$ cat config.mk
export PLATFORM = sky130hd
export DESIGN_NAME = mult_n
export DESIGN_NICKNAME = d
export VERILOG_FILES = /design/src/rtl/mult_n.sv
export SDC_FILE = /design/constraint.sdc
export NUM_CORES = 1
export LEC_CHECK = 0
export CAP_MARGIN = 5
export CORE_ASPECT_RATIO = 1.5
export CORE_MARGIN = 4
export CORE_UTILIZATION = 60
export DETAILED_ROUTE_END_ITERATION = 6
export PLACE_DENSITY = 0.85
export RECOVER_POWER = 25
export SLEW_MARGIN = 20
export SYNTH_ARGS = -nofsm -noshare
export SYNTH_HDL_FRONTEND = slang
export SYNTH_SLANG_ARGS = --single-unit
$ cat constraint.sdc
create_clock -name clk -period 6.25 [get_ports clk]
set_input_delay 0.9375 -clock clk [delete_from_list [all_inputs] [get_ports clk]]
set_output_delay 0.9375 -clock clk [all_outputs]
set_load 0.01 [all_outputs]
$ cat src/rtl/mult_n.sv
// Sequential shift-add multiplier with signed/unsigned operands and a full 2*WIDTH product.
// Each multiplication takes WIDTH iterations, then one sign-fix cycle, then a one-cycle done pulse.
module mult_n #(
    parameter int unsigned WIDTH = 32
) (
    input  logic             clk,
    input  logic             reset,
    input  logic             start,
    input  logic             is_signed,
    input  logic [WIDTH-1:0] a,
    input  logic [WIDTH-1:0] b,
    output logic [WIDTH-1:0] hi,
    output logic [WIDTH-1:0] lo,
    output logic             busy,
    output logic             done
);

    localparam int unsigned CW = (WIDTH > 2) ? $clog2(WIDTH) : 1;
    localparam logic [CW-1:0] LAST = CW'(WIDTH - 1);

    typedef enum logic [1:0] {IDLE, RUN, FIX, DONE} state_t;

    state_t             state, state_next;
    logic [CW-1:0]      count;
    logic [WIDTH-1:0]   mcand;
    logic [2*WIDTH-1:0] prod;
    logic               neg;

    logic               accept;
    logic [WIDTH-1:0]   abs_a, abs_b;
    logic [WIDTH:0]     sum;

    always_comb begin
        abs_a      = (is_signed && a[WIDTH-1]) ? -a : a;
        abs_b      = (is_signed && b[WIDTH-1]) ? -b : b;
        // The adder is one bit wider than the operands so the carry lands in the shifted product.
        sum        = {1'b0, prod[2*WIDTH-1:WIDTH]} + (prod[0] ? {1'b0, mcand} : '0);
        accept     = start && (state == IDLE || state == DONE);
        state_next = state;
        case (state)
            IDLE:    if (start) state_next = RUN;
            RUN:     if (count == LAST) state_next = FIX;
            FIX:     state_next = DONE;
            DONE:    state_next = start ? RUN : IDLE;
            default: state_next = IDLE;
        endcase
    end

    always_ff @(posedge clk) begin
        if (!reset) begin
            state <= IDLE;
            count <= '0;
            mcand <= '0;
            prod  <= '0;
            neg   <= 1'b0;
        end else begin
            state <= state_next;
            if (accept) begin
                mcand <= abs_a;
                prod  <= {{WIDTH{1'b0}}, abs_b};
                neg   <= is_signed && (a[WIDTH-1] ^ b[WIDTH-1]);
                count <= '0;
            end else if (state == RUN) begin
                prod  <= {sum, prod[WIDTH-1:1]};
                count <= count + CW'(1);
            end else if (state == FIX && neg) begin
                prod  <= -prod;
            end
        end
    end

    assign hi   = prod[2*WIDTH-1:WIDTH];
    assign lo   = prod[WIDTH-1:0];
    assign busy = (state == RUN) || (state == FIX);
    assign done = (state == DONE);

endmodule

-- Word level (Yosys, flattened, before mapping)
Index checks and enable logic that the tools add are counted.
- register bits: 104
- input bits: 68
- output and inout port bits: 66
- word-level logic and storage cells: 41
- add/sub/neg operators: 5
- equality and inequality tests: 6
- multiplexer cells: 10
- bitwise logic cells: 2
- reductions and logical operators: 12
- operators by type and width (operator ; number):
    two-way mux 32 bit ; 4
    two-way mux 64 bit ; 2
    negator 32 bit ; 2
    negator 64 bit ; 1
    adder 32 x 32 -> 33 bit ; 1
    case mux 2 bit (4 select lines) ; 1
    adder 5 x 1 -> 5 bit, second input constant ; 1
    == test 5 bit, second input constant ; 1
    logical AND 1 bit ; 5
    == test 2 bit, second input constant ; 2
    two-way mux 2 bit ; 2
    inequality test 2 bit, second input constant ; 2
    nonzero test 3 bit ; 1
    == test 2 x 1 -> 1 bit, second input constant ; 1
    zero test 2 bit ; 1
    logical OR 1 bit ; 2
    AND reduction 2 bit ; 1
    nonzero test 2 bit ; 1
    OR reduction 2 bit ; 1
    two-way mux 1 bit ; 1
    inverter 1 bit ; 1
    bitwise XOR 1 bit ; 1

-- Logic depth before layout (Yosys ltp)
Gate-level depths: netlist of the first run.
- word-level depth: 5
- gate-level depth with buffers: 12
- depth with buffers taken out: 11

-- Worst setup path after synthesis of the first run
Ideal clock, no wire load.
- kind: register to register
- start point: reg prod[0]
- end point: reg prod[53]
- setup time: 0.062 ns
- data arrival time: 2.893 ns
- required time: 6.188 ns
- slack: 3.295 ns
- cell stages (with the launch flop): 13
- path buffers: 1
- cells stage by stage: dfxtp_1 -> clkbuf_1 -> and2_1 -> ha_1 -> fa_1 -> a21oi_1 -> o21ai_0 -> a41o_1 -> a31o_2 -> a21oi_1 -> nor3_1 -> or3_1 -> nand3_1
- cells in the longest elaborated chain, start to end: 3
- elaborated cells on any way between the ends: 5
- those cells by class: 2 x add/sub; 3 x mux
- RTL lines (what ; line ; RTL):
    from (decl) ; 26 ; logic [2*WIDTH-1:0] prod;
    from (signal assigned) ; 60 ; prod <= {{WIDTH{1'b0}}, abs_b};
    from (signal assigned) ; 64 ; prod <= {sum, prod[WIDTH-1:1]};
    from (signal assigned) ; 67 ; prod <= -prod;
    negator 64 bit / two-way mux 32 bit (equally long branches) ; 67, 37 ;
    two-way mux 64 bit / adder 32 x 32 -> 33 bit (equally long branches) ; 66, 37 ;
    two-way mux 64 bit (*) ; 63 ; end else if (state == RUN) begin
Mark *: on every way between the ends. The rest lies on a longest branch, timed or not. The select of a mux whose other input is x is not followed.
A chain may end at the register's enable or synchronous reset.

-- Final worst setup path of the first run
- start point: in start
- end point: reg prod[55]
- cells in the longest elaborated chain, start to end: 2
- RTL lines (what ; line ; RTL):
    from (decl) ; 8 ; input logic start,
    logical AND 1 bit ; 38 ; accept = start && (state == IDLE || state == DONE);
    OR reduction 2 bit (no line) ; n/a ;
Every way passes these cells.

==> impl_metrics.yaml, run 1 <==
outcome:
  status: "finished with violations"
  violations: "max-capacitance violations, max-slew violations"
finish:
  final_common_cell: "nor2_1"
  syn_to_final_growth_pct: 19.9
  final_nets: 1321
  n_antenna_cell: 0
  final_cell_mix: "nor2_1 (135), dfxtp_1 (104), clkdlybuf4s50_1 (96)"
  final_layout_size_suffix_gt1_frac: 0.0444
  fill_cells: 1093
  utilization: 0.731
  final_cell_count_no_fill: 1380
  final_area_um2: 10200
placement:
  postPlaceCellArea_um2: 9880
  place_ws_ns: 2.59
  dpl.cell_count: 1364
  place_congestion: 0.981
  hpwl_mm: 18.7
  port_buffers: 133
setup_path:
  slowest_stage: "clkbuf_1"
  ff2ff_setup_slack_ns: 2.42
  crit_type: "primary input to register"
  crit_family: "buffers and inverters"
  cp.required_ns: 6.53
  cp_common_cell: "clkbuf_1"
  r2r-end: "prod[55]"
  r2r_cells: 8
  critical_path.max_stage_delay_ns: 1.21
  r2r_start: "state[0]"
  start_kind: "primary input"
  critPathBufInv: 3
  path_cells: "dlygate4sd3_1 -> nand2b_1 -> clkbuf_1 -> nand2_1 -> clkbuf_1 -> or3_1 -> o21ai_0"
  cp_max_fo: 32
  worstPathArrival_ns: 4.27
  end_kind: "register"
clock_network:
  cts_tree: "built"
  cts_hold_buf: 0
  cts_resized: 0
  clk_root_buffer_cell: "clkbuf_16"
  clk_path_buf_depth: 2
  htreeDepth: 3
  cts-buffers-inserted: 9
  cts.sinks: 104
  postCtsSetupRepairBufs: 0
  clk_pin_slew_worst_paths_ns: 0.07
  clk_latency_ns: 0.35
synth:
  ys_warn_count: 0
  synth_top_area_cell: "dfxtp_1"
  synth_edf_count: 0
  synth_async_sr_flop_share: 0
  synth_area_per_cell_um2: 7.61
  syn-num-nets: 1226
  syn_area_um2: 8490
  yosysTopAreaCellShare: 0.245
  ys_ff_latch: 104
  synth_seq_area_share: 0.245
  netlist_instances: 1115
  synth_cell_types: 70
  synth.area.top_cells: "dfxtp_1 (25%), xnor2_1 (7.9%), xor2_1 (6.5%), ha_1 (6.2%), nor2_1 (6.0%)"
  synthFlopType: "dfxtp_1"
floorplan:
  dieWidth_um: 105
  initial_utilization: 0.610
  core_um2: 13900
  fp-row-count: 53
  die_h_um: 154
  die_area_um2: 16200
  ioPinCount: 134
sta:
  setup_tns_ns: 0
  period_share: 0.638
  fmax_ghz: 0.251
  fin_crit_ns: 3.99
  setup_viol: 0
  hold_ws_ns: 0.447
  relSlewSlack: -0.120
  rsz0062_at_grt: "no"
  finalWorstSetupSlack_ns: 2.26
  worstMarginPinSlew_ns: 1.68
  timing.final.hold_violations: 0
  skew_ns: 0.00800
  drv_slew: 63
route:
  first_pass_iters: 6
  antenna_left: 0
  drt_iter0_drc: 521
  wl_per_cell_um: 17.9
  routed_wl_mm: 24.7
  via_per_inst: 6.35
  vias: 8764
  drc_errors: 0
power:
  vdd_drop_max_uv: 211
  power_density_nw_per_um2: 360
  finalPower_mw: 3.66
  p_leak_nw: 3.83
worst_hold_path:
  whs_endpoint: "mcand[28]"
  hold_depth: 2
  min_path_type: "register to register"
  min_from: "mcand[28]"
job:
  maxCapViolCount: 2
global_routing:
  grt_use_total: 0.295
  grt_pass1_wl_mm: 39.6
  grt_pass1_vias: 8371
  antenna_found_initial: 0
  grt_max_degree: 75
  overflow: 0
## layer usage
metal	track usage	vias to the layer above	part of all wire	wire [um]
li1	-	4249	-	-
met1	0.315	4088	0.38	9270
met2	0.534	342	0.50	12400
met3	0.0630	85	0.073	1800
met4	0.167	0	0.048	1180
met5	0	-	0	0
## worst max path at each step
stage,depth (start not counted),slack [ns],start,to
2_1_floorplan,12,3.30,prod[0],prod[53]
3_3_place_gp,9,2.66,a[8],mcand[28]
4_1_cts,11,2.92,prod[0],prod[52]
6_report,7,2.26,start,prod[55]
5_1_grt,8,1.89,start,prod[53]
3_5_place_dp,9,2.59,a[8],mcand[28]
## synthesized netlist by cell type (5+ instances only)
cell / count
nor2_1: 136
dfxtp_1: 104
a21oi_1: 93
nand2_1: 88
o21ai_0: 83
xnor2_1: 77
xor2_1: 63
a211oi_1: 53
clkbuf_1: 47
and2_1: 44
ha_1: 42
nand3_1: 22
o31ai_1: 19
inv_1: 18
nor3_1: 18
or3_1: 15
a21o_1: 13
nor4_1: 13
and3_1: 10
nand4_1: 10
o22ai_1: 10
a31oi_1: 9
buf_1: 9
o211ai_1: 8
o41ai_1: 8
a311oi_1: 7
nand2b_1: 7
o21bai_1: 7
mux2i_1: 6
nor2b_1: 6
o41ai_2: 5
## cells by family (layout without fill, tap and decap cells)
| logic type | Yosys count | after routing | share of synthesized area |
|---|---|---|---|
| adder cells (fa/ha/maj) | 43 | 43 | 0.0643 |
| flip-flops | 104 | 104 | 0.245 |
| buffers and inverters | 76 | 176 | 0.0345 |
| AO/OA/AOI/OAI | 342 | 342 | 0.262 |
| AND/OR/NAND/NOR | 403 | 403 | 0.241 |
| XOR/XNOR | 140 | 140 | 0.144 |
| multiplexers | 7 | 7 | 0.00840 |
## worst register-to-register path, delay by kind of cell, from the launching register on
family / cells / cell delay, ns
adder cells (fa/ha/maj): 1 / 0.41
buffers and inverters: 3 / 2.00
AO/OA/AOI/OAI: 1 / 0.07
flip-flops: 1 / 0.41
AND/OR/NAND/NOR: 3 / 0.87
## where the power goes
part | leakage (nW) | internal (mW) | total, mW | switching [mW]
combinational | 2.84 | 0.809 | 1.94 | 1.13
sequential | 0.853 | 0.869 | 1.13 | 0.264
clock | 0.145 | 0.322 | 0.586 | 0.265
total | 3.83 | 2.00 | 3.66 | 1.66
## area by class of cell
| class | instances | area, um2 | share of cell area |
|---|---|---|---|
| multi-input cells | 935 | 6130 | 0.603 |
| flip-flops and latches | 104 | 2080 | 0.205 |
| clock buffers | 11 | 243 | 0.0239 |
| repair buffers | 141 | 1380 | 0.136 |
| well taps | 165 | 206 | 0.0203 |
| clock inverters | 5 | 56.3 | 0.00553 |
| inverters | 19 | 71.3 | 0.00701 |
## state kept, by name, summed over array words and instances, names as in the netlist
register  count
neg           1
prod         64
mcand        32
count         5
state         2
Note: power is estimated with default switching activity, not from simulation.
==> inputs of run 2 (changes only) <==
Settings changed: CORE_UTILIZATION 60 to 50, PLACE_DENSITY 0.85 to 0.75.
Clock period 6.25 ns to 3.5 ns, I/O delays scaled along.
==> impl_metrics.yaml, run 2 (synthesis results as in run 1) <==
global_routing:
  overflow: 0
  grt_pass1_vias: 8352
  grt_use_total: 0.271
  grt_max_degree: 83
  antenna_found_initial: 0
  grt_pass1_wl_mm: 41.9
power:
  clkPwrFrac: 0.154
  seqPwrFrac: 0.304
  p_int_mw: 3.64
  p_leak_nw: 3.92
  finalPower_mw: 6.67
  switchingPower_mw: 3.02
  vdd_drop_max_uv: 339
  p_sw_frac: 0.454
  power_frac_comb: 0.542
  power_density_nw_per_um2: 643
placement:
  port_buffers: 133
  place_ws_ns: 0.261
  postPlaceCellArea_um2: 10100
  hpwl_mm: 20.1
  dpl.cell_count: 1428
  place_congestion: 0.951
route:
  antenna_left: 0
  drt_iter0_drc: 425
  wl_met3_mm: 1.48
  routed-wl-met2_mm: 13.6
  wl_per_cell_um: 18.1
  routed.top_layer: "met4"
  drc_errors: 0
  met1_length_mm: 10.1
  via_per_inst: 5.98
  first_pass_iters: 5
  vias: 8639
  routed_wl_mm: 26.2
finish:
  fill_cells: 1578
  largest_reg_flops: 64
  final_cell_mix: "nor2_1 (135), dfxtp_1 (104), clkdlybuf4s50_1 (101)"
  register_area_um2: 2080
  utilization: 0.622
  multi_input_area_um2: 6130
  final_area_um2: 10400
  syn_to_final_growth_pct: 22.3
  largest_register: "prod"
  final_layout_size_suffix_gt1_frac: 0.0600
  n_antenna_cell: 0
  final_common_cell: "nor2_1"
  reg_top3: "prod: 64 flops, mcand: 32 flops, count: 5 flops"
  final_nets: 1340
  final_cell_count_no_fill: 1444
setup_path:
  worstPathArrival_ns: 3.38
  start_kind: "register"
  critPathBufInv: 1
  end_kind: "register"
  crit_family: "compound AO/OA/AOI/OAI gates"
  cp_common_cell: "a211oi_1"
  crit_type: "register to register"
  path_cells: "buf_4 -> and2_1 -> ha_1 -> a211oi_1 -> o21bai_1 -> o211a_1 -> or3_1 -> nand2_1 -> o31ai_1 -> xnor2_1 -> a211oi_1"
  slowest_stage: "dfxtp_1"
  cp.required_ns: 3.76
  cp_max_fo: 17
  critical_path.max_stage_delay_ns: 0.47
floorplan:
  core_um2: 16700
  die_area_um2: 19200
  dieWidth_um: 114
  die_h_um: 168
  ioPinCount: 134
  fp-row-count: 58
  initial_utilization: 0.509
sta:
  setup_viol: 0
  setup_tns_ns: 0
  fin_crit_ns: 3.12
  relSlewSlack: -0.0928
  finalWorstSetupSlack_ns: 0.381
  fmax_ghz: 0.321
  hold_ws_ns: 0.447
  skew_ns: 0.00631
  drv_slew: 62
  timing.final.hold_violations: 0
  worstMarginPinSlew_ns: 1.64
  period_share: 0.891
  rsz0062_at_grt: "no"
clock_network:
  cts.sinks: 104
  cts_tree: "built"
  clk_root_buffer_cell: "clkbuf_16"
  clk_pin_slew_worst_paths_ns: 0.08
  cts_hold_buf: 0
  cts-buffers-inserted: 9
  cts_resized: 0
  postCtsSetupRepairBufs: 0
  clk_latency_ns: 0.36
  clk_path_buf_depth: 2
  htreeDepth: 3
worst_hold_path:
  min_path_type: "register to register"
job:
  maxCapViolCount: 2
outcome:
  status: "finished with violations"
  violations: "max-capacitance violations, max-slew violations"
## run 2: cell count changes in the layout (fill, tap and decap cells not counted)
cell             previous run  this run
and2_0                      0         1
and2_1                     44        43
buf_12                      0         1
buf_4                       6        24
bufinv_16                   1         0
clkbuf_1                    3         2
clkbuf_8                    1         2
clkdlybuf4s50_1            96       101
clkinv_2                    2         1
dlygate4sd3_1              37        32
inv_6                       0         2
## run 2: final cells by class
| class | count | share of cell area |
|---|---|---|
| clock inverter | 5 | 0.00374 |
| clock buffer | 11 | 0.0243 |
| sequential | 104 | 0.201 |
| multi-input combinational | 935 | 0.591 |
| inverter | 19 | 0.00687 |
| tap | 210 | 0.0253 |
| timing repair buffer | 160 | 0.148 |
## run 2: power groups by stage
stage	clock network (mW)	registers, mW	logic, mW
after floorplan	0	2.03	2.24
after global placement	0	2.04	3.60
after detailed placement	0	2.05	3.64
after CTS	1.05	2.03	3.66
after global routing	1.09	2.08	4.01
final	1.03	2.03	3.62
## run 2: worst paths after layout
path | slack (ns) | start | cells after the start | to
max | 0.38 | prod[0] | 11 | prod[56]
min | 0.45 | mcand[28] | 2 | mcand[28]
max reg2reg | 0.38 | prod[0] | 11 | prod[56]
min reg2reg | 0.45 | mcand[28] | 2 | mcand[28]
## run 2: worst register-to-register path, stage by stage (launching register included)
cell and delay, ns:
dfxtp_1 0.47, buf_4 0.23, and2_1 0.19, ha_1 0.25
a211oi_1 0.41, o21bai_1 0.18, o211a_1 0.26, or3_1 0.44
nand2_1 0.13, o31ai_1 0.10, xnor2_1 0.14, a211oi_1 0.22
## run 2: per-layer routing
metal  vias to the layer above  track usage
li1                       4272            -
met4                         0        0.118
met1                      4047        0.297
met2                       249        0.490
met3                        71       0.0586
met5                         -            0
